==> src/rtl/trax_move_parser.sv <==
// Trax move parser: turns a stream of ASCII bytes from the UART receiver into
// packed move words, colour assignments, or parse-error pulses, one per line.
module trax_move_parser #(
    parameter int COORD_W   = 10,
    parameter int MAX_COORD = 1023
) (
    input  logic                   clock,
    input  logic                   reset_n,
    input  logic [7:0]             rx_byte,
    input  logic                   rx_valid,
    output logic [2*COORD_W+1:0]   move_out,
    output logic                   end_receive,
    output logic                   color,
    output logic                   color_valid,
    output logic                   parse_error
);

    typedef enum logic [2:0] {
        S_IDLE, S_COL, S_ROW, S_EOL, S_COLOR, S_ERR
    } state_t;

    state_t               state;
    logic [COORD_W-1:0]   col_acc;
    logic [COORD_W-1:0]   row_acc;
    logic                 col_at;
    logic                 digit_seen;
    logic [1:0]           tile;
    logic                 pend_color;
    logic                 color_seen;

    logic                 is_lf, is_cr, is_upper, is_digit, is_tile;
    logic [1:0]           tile_code;
    logic [7:0]           letter, digit;
    logic [14:0]          col_next;
    logic [13:0]          row_next;
    logic                 col_ovf, row_ovf;

    // Byte classification and the next accumulator values (col*26+l, row*10+d)
    always_comb begin
        is_lf     = (rx_byte == 8'h0A);
        is_cr     = (rx_byte == 8'h0D);
        is_upper  = (rx_byte >= 8'h41) && (rx_byte <= 8'h5A);
        is_digit  = (rx_byte >= 8'h30) && (rx_byte <= 8'h39);
        is_tile   = 1'b1;
        tile_code = 2'd0;
        case (rx_byte)
            8'h2B:   tile_code = 2'd0;   // '+'
            8'h2F:   tile_code = 2'd1;   // '/'
            8'h5C:   tile_code = 2'd2;   // '\'
            default: is_tile   = 1'b0;
        endcase
        letter   = rx_byte - 8'h40;
        digit    = rx_byte - 8'h30;
        col_next = 15'(col_acc) * 15'd26 + 15'(letter);
        row_next = 14'(row_acc) * 14'd10 + 14'(digit);
        col_ovf  = col_next > 15'(MAX_COORD);
        row_ovf  = row_next > 14'(MAX_COORD);
    end

    // Line parser FSM with registered outputs; every LF returns to S_IDLE
    always_ff @(posedge clock or negedge reset_n) begin
        if (!reset_n) begin
            state       <= S_IDLE;
            col_acc     <= '0;
            row_acc     <= '0;
            col_at      <= 1'b0;
            digit_seen  <= 1'b0;
            tile        <= 2'd0;
            pend_color  <= 1'b0;
            color_seen  <= 1'b0;
            move_out    <= '0;
            end_receive <= 1'b0;
            color       <= 1'b0;
            color_valid <= 1'b0;
            parse_error <= 1'b0;
        end else begin
            end_receive <= 1'b0;
            color_valid <= 1'b0;
            parse_error <= 1'b0;
            if (rx_valid && !is_cr) begin
                if (is_lf) begin
                    // Line terminator: report what the line was, then clear
                    state      <= S_IDLE;
                    col_acc    <= '0;
                    row_acc    <= '0;
                    col_at     <= 1'b0;
                    digit_seen <= 1'b0;
                    tile       <= 2'd0;
                    pend_color <= 1'b0;
                    color_seen <= 1'b0;
                    case (state)
                        S_IDLE: ;  // empty line
                        S_EOL: begin
                            move_out    <= {tile, row_acc, col_acc};
                            end_receive <= 1'b1;
                        end
                        S_COLOR: begin
                            if (color_seen) begin
                                color       <= pend_color;
                                color_valid <= 1'b1;
                            end else begin
                                parse_error <= 1'b1;
                            end
                        end
                        // LF inside a coordinate or in the error state ends a bad line
                        default: parse_error <= 1'b1;
                    endcase
                end else begin
                    case (state)
                        S_IDLE: begin
                            if (rx_byte == 8'h2D) begin
                                state <= S_COLOR;
                            end else if (rx_byte == 8'h40) begin
                                col_acc <= '0;
                                col_at  <= 1'b1;
                                state   <= S_ROW;
                            end else if (is_upper) begin
                                // accumulator is zero here, so col_next is just the letter
                                col_acc <= col_next[COORD_W-1:0];
                                state   <= S_COL;
                            end else begin
                                state <= S_ERR;
                            end
                        end
                        S_COL: begin
                            if (is_upper) begin
                                if (col_ovf) state <= S_ERR;
                                else         col_acc <= col_next[COORD_W-1:0];
                            end else if (is_digit) begin
                                row_acc    <= row_next[COORD_W-1:0];
                                digit_seen <= 1'b1;
                                state      <= S_ROW;
                            end else begin
                                state <= S_ERR;
                            end
                        end
                        S_ROW: begin
                            if (is_digit) begin
                                // a seen digit with row still zero means a leading '0'
                                if ((digit_seen && row_acc == '0) || row_ovf) begin
                                    state <= S_ERR;
                                end else begin
                                    row_acc    <= row_next[COORD_W-1:0];
                                    digit_seen <= 1'b1;
                                end
                            end else if (is_tile && digit_seen) begin
                                tile  <= tile_code;
                                state <= S_EOL;
                            end else begin
                                state <= S_ERR;
                            end
                        end
                        S_COLOR: begin
                            if ((rx_byte == 8'h57 || rx_byte == 8'h42) && !color_seen) begin
                                pend_color <= (rx_byte == 8'h42);
                                color_seen <= 1'b1;
                            end else begin
                                state <= S_ERR;
                            end
                        end
                        S_EOL:   state <= S_ERR;
                        default: state <= S_ERR;  // S_ERR swallows bytes until LF
                    endcase
                end
            end
        end
    end

endmodule

==> config.mk <==
export PLATFORM = sky130hd
export DESIGN_NAME = trax_move_parser
export DESIGN_NICKNAME = d
export VERILOG_FILES = /design/src/rtl/trax_move_parser.sv
export SDC_FILE = /design/constraint.sdc
export NUM_CORES = 1
export LEC_CHECK = 0
export ABC_AREA = 1
export BUFFER_PORTS_ARGS = -buffer_cell sky130_fd_sc_hd__buf_4
export CAP_MARGIN = 25
export CORE_UTILIZATION = 30
export DETAILED_ROUTE_END_ITERATION = 10
export HOLD_SLACK_MARGIN = 0.05
export PLACE_DENSITY = 0.44
export SYNTH_ARGS = -nofsm -noshare
export SYNTH_HDL_FRONTEND = slang
export SYNTH_SLANG_ARGS = --single-unit
export TNS_END_PERCENT = 30
==> constraint.sdc <==
create_clock -name clock -period 3.5 [get_ports clock]
set_clock_uncertainty 0.1 [all_clocks]
set_input_delay 0.175 -clock clock [delete_from_list [all_inputs] [get_ports clock]]
set_output_delay 0.175 -clock clock [all_outputs]
set_load 0.03 [all_outputs]
# --- Word level (Yosys, flattened, before mapping) ---
# Cells that the tools add are included.
# W data, S select, Z words.
word_totals:
  ff_bits: 54
  elab_cells: 130
  output_inout_bits: 26
  input_bits: 11
op_classes:
  magnitude_cmp: 6
  n_eq_ne: 25
  add_sub_neg: 4
  multipliers: 2
  n_reduce_logical: 27
  mux: 54
ops:
  columns: ["operator", "n"]
  rows:
  - ["$mux W10", 11]
  - ["$pmux W10 S2", 2]
  - ["$mux W3", 11]
  - ["$eq A8 B7 Y1 const B", 4]
  - ["$eq A8 B6 Y1 const B", 3]
  - ["$ne A3 B3 Y1 const B", 8]
  - ["$mux W1", 22]
  - ["$eq A8 B4 Y1 const B", 2]
  - ["$add A15 B8 Y15", 1]
  - ["$gt A15 B10 Y1 const B", 1]
  - ["$add A14 B8 Y14", 1]
  - ["$gt A14 B10 Y1 const B", 1]
  - ["$mul A10 B4 Y14 const B", 1]
  - ["$mul A10 B3 Y13 const B", 1]
  - ["$ne A4 B4 Y1 const B", 3]
  - ["$pmux W3 S4", 1]
  - ["$reduce_and A4 Y1", 3]
  - ["$reduce_and A6 Y1", 2]
  - ["$logic_not A10 Y1", 1]
  - ["$ge A8 B6 Y1 const B", 1]
  - ["$ge A8 B7 Y1 const B", 1]
  - ["$le A8 B6 Y1 const B", 1]
  - ["$le A8 B7 Y1 const B", 1]
  - ["$mux W2", 4]
  - ["other kinds (17)", 31]

# --- Logic depth before layout (Yosys ltp) ---
depth:
  ltp_word: 8
  depth_mapped: 25
  ltp_nobuf: 24

# --- Worst setup path after synthesis ---
# Ideal clock, no wire load.
synth_path:
  kind: "register to register"
  start: "register col_acc[1]"
  end: "register col_acc[1]"
  slack_ps: -209
  setup_time_ps: 117
  period_less_slack_ps: 3709
  stages_incl_launch_ff: 23
  t_arrival_ps: 3492
  path_buffers: 0
  cell_sequence: "dfrtp_1 > ha_1 > fa_1 > fa_1 > xor2_1 > ha_1 > nand2_1 > nor2_1 > nand2_1 > nand3_1 > nand2_1 > nand2_1 > inv_1 > nor2_4 > nand3_1 > nand2_1 > inv_2 > nor2_2 > nand3_1 > nand2_2 > nand2_2 > nand2_1 > nand2_1"
synth_between:
  elab_chain_cells: 5
synth_rtl:
  columns: ["item", "line", "text"]
  rows:
  - ["start, declared", "23", "logic [COORD_W-1:0] col_acc;"]
  - ["start signal, assigned", "119", "col_acc <= col_next[COORD_W-1:0];"]
  - ["start signal, assigned", "128", "else col_acc <= col_next[COORD_W-1:0];"]
  - ["$mul A10 B4 Y14", "54", "col_next = 15'(col_acc) * 15'd26 + 15'(letter);"]
  - ["$add A15 B8 Y15", "54", null]
  - ["$gt A15 B10 Y1", "56", "col_ovf = col_next > 15'(MAX_COORD);"]
  - ["$ne A3 B3 Y1 (no source line)", null, null]
  - ["$reduce_and A6 Y1 (no source line)", null, null]
# Every way passes these cells.
# A chain may end at the register's enable or synchronous reset.

# --- Worst setup path after layout ---
layout_path:
  start: "register col_acc[1]"
  end: "register col_acc[8]"
layout_between:
  elab_chain_cells: 7
  word_cells_on_any_way: 12
layout_rtl:
  columns: ["item", "line"]
  rows:
  - ["$mul A10 B4 Y14 (*)", "54"]
  - ["$add A15 B8 Y15 (*)", "54"]
  - ["parallel branches: the longest is 5 deep, another holds $gt A15 B10 Y1", null]
# Mark *: on every way between the ends. The select of a mux whose other input is x is not followed.

==> impl_metrics.py <==
metrics = {
    "outcome": {
        "status": "finished, violations left",
        "violations": "setup timing",
    },
    "die": {
        "dieArea_um2": 16800,
        "dieWidth_um": 130,
        "coreArea_um2": 15900,
        "rows": 46,
        "start_util": 0.307,
        "die_height_um": 130,
        "io_pins": 37,
    },
    "clock_tree": {
        "cts_max_level": 2,
        "cts_root_buffer": "clkbuf_16",
        "cts.path.max_buffers": 2,
        "cts_inserted_buffers": 5,
        "cts_tree": "built",
        "cts.clk_slew.worst_paths_ns": 0.07,
        "clk_latency_ns": 0.30,
        "cts.sinks": 54,
    },
    "timing": {
        "fmax_ghz": 0.257,
        "relSlewSlack": 0.526,
        "worst_slew_pin_slew_ns": 0.711,
        "setup_ws_ns": -0.390,
        "rsz0062_at_grt": "true",
        "drv_slew": 0,
        "final.min_clock_period_ns": 3.89,
        "hold_ws_ns": 0.0808,
        "fin_crit_sh": 1.11,
        "setup_violations": 15,
        "finalHoldViolCount": 0,
    },
    "detailed_routing": {
        "wire_per_inst_um": 13.0,
        "remaining_drc_errors": 0,
        "vias": 4743,
        "ant_nets": 0,
        "vias_per_cell": 4.61,
        "drtIter0Drc": 224,
        "wirelength_mm": 13.4,
        "firstDrtPassIters": 4,
    },
    "global_route": {
        "grt_pass1_wl_mm": 22.0,
        "use_met3": 0.0248,
        "grtUsageTotal": 0.169,
        "grt_max_degree": 55,
        "grt-ovfl-total": 0,
        "grt_pass1_vias": 4526,
        "use_met2": 0.287,
        "busiest_layer": "met2",
        "use_met1": 0.223,
        "antenna_found_initial": 0,
    },
    "cells_and_area": {
        "nNetsFinal": 892,
        "antennaDiodeCount": 0,
        "design_area_um2": 6360,
        "syn_to_final_growth_pct": 30.2,
        "fillers": 1670,
        "drive_gt1_frac": 0.218,
        "instances_no_fill": 1028,
    },
    "logic_synthesis": {
        "ys_warn_count": 0,
        "synthDistinctLibCells": 36,
        "ys_seq_area_frac": 0.277,
        "netlist_area_um2": 4880,
        "synth-seq-cells": 54,
        "netlist_instances": 700,
        "synth_nets": 781,
        "syn_avg_cell_area_um2": 6.97,
    },
    "place": {
        "port-buffer-count": 36,
        "gp_congestion": 0.877,
        "hpwlAfterDp_mm": 10.8,
        "pre_cts_ws_ns": -0.438,
        "place_area_um2": 5870,
        "dpl.cell_count": 1007,
    },
    "critical_path": {
        "rrSetupSlack_ns": -0.39,
        "max_stage_delay_ns": 0.47,
        "cp_num_buf_inv": 2,
        "critPathCaptureType": "register",
        "critPathKind": "register to register",
        "cpMostUsedCell": "nand2_1",
        "path_cells": "buf_6 -> ha_4 -> fa_2 -> fa_2 -> xor2_1 -> ha_1 -> nand2_1 -> nor2_1 -> nand2_1 -> nand3_2 -> nand2_2 -> nand2_2 -> inv_2 -> nor2_4 -> nand2_1 -> nand2_1 -> nand2_2 -> nor2_4 -> nand3_2 -> nand2_4 -> nand2_8 -> nand2_1 -> nand2_1",
        "cp.required_ns": 3.59,
        "worstPathMaxFanout": 7,
        "critical_path.top_delay_family": "simple AND/OR/NAND/NOR gates",
        "critPathSlowestCell": "fa_2",
        "critPathLaunchType": "register",
        "worst_ep_arrival_time_ns": 3.98,
    },
    "flow_run": {
        "maxCapViolCount": 0,
    },
    "hold_path": {
        "hold_path.class": "input pin to register",
    },
}
final timing paths:
path	startpoint	endpoint	cells after the start
setup / recovery	col_acc[1]	col_acc[8]	23
hold / removal	rx_byte[0]	col_acc[0]	3
setup reg to reg	col_acc[1]	col_acc[8]	23
min in group asynchronous	reset_n	move_out[3]	2
max in group asynchronous	reset_n	col_acc[2]	2
hold reg to reg	move_out[1]	move_out[1]	2
worst reg2reg max path, stage by stage (launching register included):
cell     delay (ns)
dfrtp_1        0.39
buf_6          0.13
ha_4           0.25
fa_2           0.47
fa_2           0.38
xor2_1         0.16
ha_1           0.36
nand2_1        0.11
nor2_1         0.11
nand2_1        0.07
nand3_2        0.08
nand2_2        0.06
nand2_2        0.08
inv_2          0.05
nor2_4         0.14
nand2_1        0.06
nand2_1        0.09
nand2_2        0.07
nor2_4         0.10
nand3_2        0.15
nand2_4        0.20
nand2_8        0.09
nand2_1        0.07
nand2_1        0.04
what timing repair did:
item                                    4_1_cts  5_1_grt
resized for setup                            22       23
endpoints found under the hold margin        54        0
cloned                                        2        0
endpoints found under the setup margin       24       24
pin swaps                                    20       18
hold buffers                                  1        0
setup buffers                                 6        4
state kept, by name (all words and copies together) (netlist names), 2 cells and up:
| signal | flops |
|---|---|
| row_acc | 10 |
| col_acc | 10 |
| move_out | 22 |
| tile | 2 |
| state | 3 |
cell usage in the layout, fill, tap and decap left out, drive strengths merged, types with 2 or more instances in the layout:
cell type  netlist  routed
inv            104     106
xnor2            5       5
buf              6     108
nand2          251     253
xor2            13      13
nor2            51      51
nor3             7       7
nand4           15      15
o21ai           24      24
a21oi           21      21
nand3           53      53
nor4             4       4
a31oi            6       6
o41ai            2       2
fa              10      10
clkbuf           1       5
o21bai           5       5
ha              60      60
dfrtp           54      54
cells in the mapped netlist:
master | instances | area (um^2)
nor2_2 | 5 | 31.3
fa_1 | 10 | 200
clkbuf_1 | 1 | 3.75
o21bai_1 | 5 | 37.5
a31oi_1 | 6 | 37.5
nor2_4 | 2 | 22.5
buf_4 | 1 | 7.51
nand2_1 | 248 | 931
o31ai_1 | 1 | 7.51
inv_1 | 100 | 375
o21ai_0 | 19 | 95.1
nand3_2 | 2 | 20.0
nor2_1 | 44 | 165
buf_6 | 1 | 11.3
o211ai_1 | 1 | 7.51
nand4_1 | 15 | 93.8
o221ai_1 | 1 | 8.76
mux2_2 | 1 | 11.3
nor3_1 | 7 | 35.0
o41ai_1 | 2 | 17.5
ha_1 | 60 | 751
xnor2_1 | 5 | 43.8
a21oi_1 | 19 | 95.1
dfrtp_1 | 54 | 1350
a31o_2 | 1 | 8.76
nor3b_1 | 1 | 7.51
xor2_1 | 13 | 114
a21oi_2 | 2 | 17.5
or2_1 | 1 | 6.26
o21ai_1 | 5 | 25.0
nand3_1 | 51 | 255
nor4_1 | 4 | 25.0
inv_2 | 4 | 15.0
buf_2 | 4 | 20.0
nand3b_1 | 1 | 7.51
nand2_2 | 3 | 18.8
stage by stage:
step                      TNS [ns]  utilization
final                        -4.84        0.400
after global placement       -4.46        0.369
after global routing        -10.07        0.400
after detailed placement     -6.15        0.369
after CTS                    -3.76        0.393
after floorplan             -0.779            -
area by class of cell:
class | instances | area, um^2 | area share
clock inverter | 3 | 47.5 | 0.00748
tap | 216 | 270 | 0.0425
multi-input combinational | 537 | 3340 | 0.525
clock buffer | 5 | 125 | 0.0197
sequential | 54 | 1350 | 0.213
timing repair buffer | 109 | 832 | 0.131
inverter | 104 | 390 | 0.0614
cell families after synthesis:
logic type	count (synthesis)	share of synthesized area
compound gates	62	0.0733
xor+xnor	18	0.0323
fa+ha+maj	70	0.195
buf+inv	111	0.0887
flops	54	0.277
mux	1	0.00231
simple gates	384	0.332
routing by layer:
layer	part of all wire	routed length (um)	up-vias
li1	-	-	2472
met1	0.49	6550	2202
met2	0.47	6330	54
met3	0.025	341	15
met4	0.014	189	0
met5	0	0	-
Power is left out: the tool's default activity adds up to more than one toggle a clock period on the data nets, which glitch-free logic cannot reach.
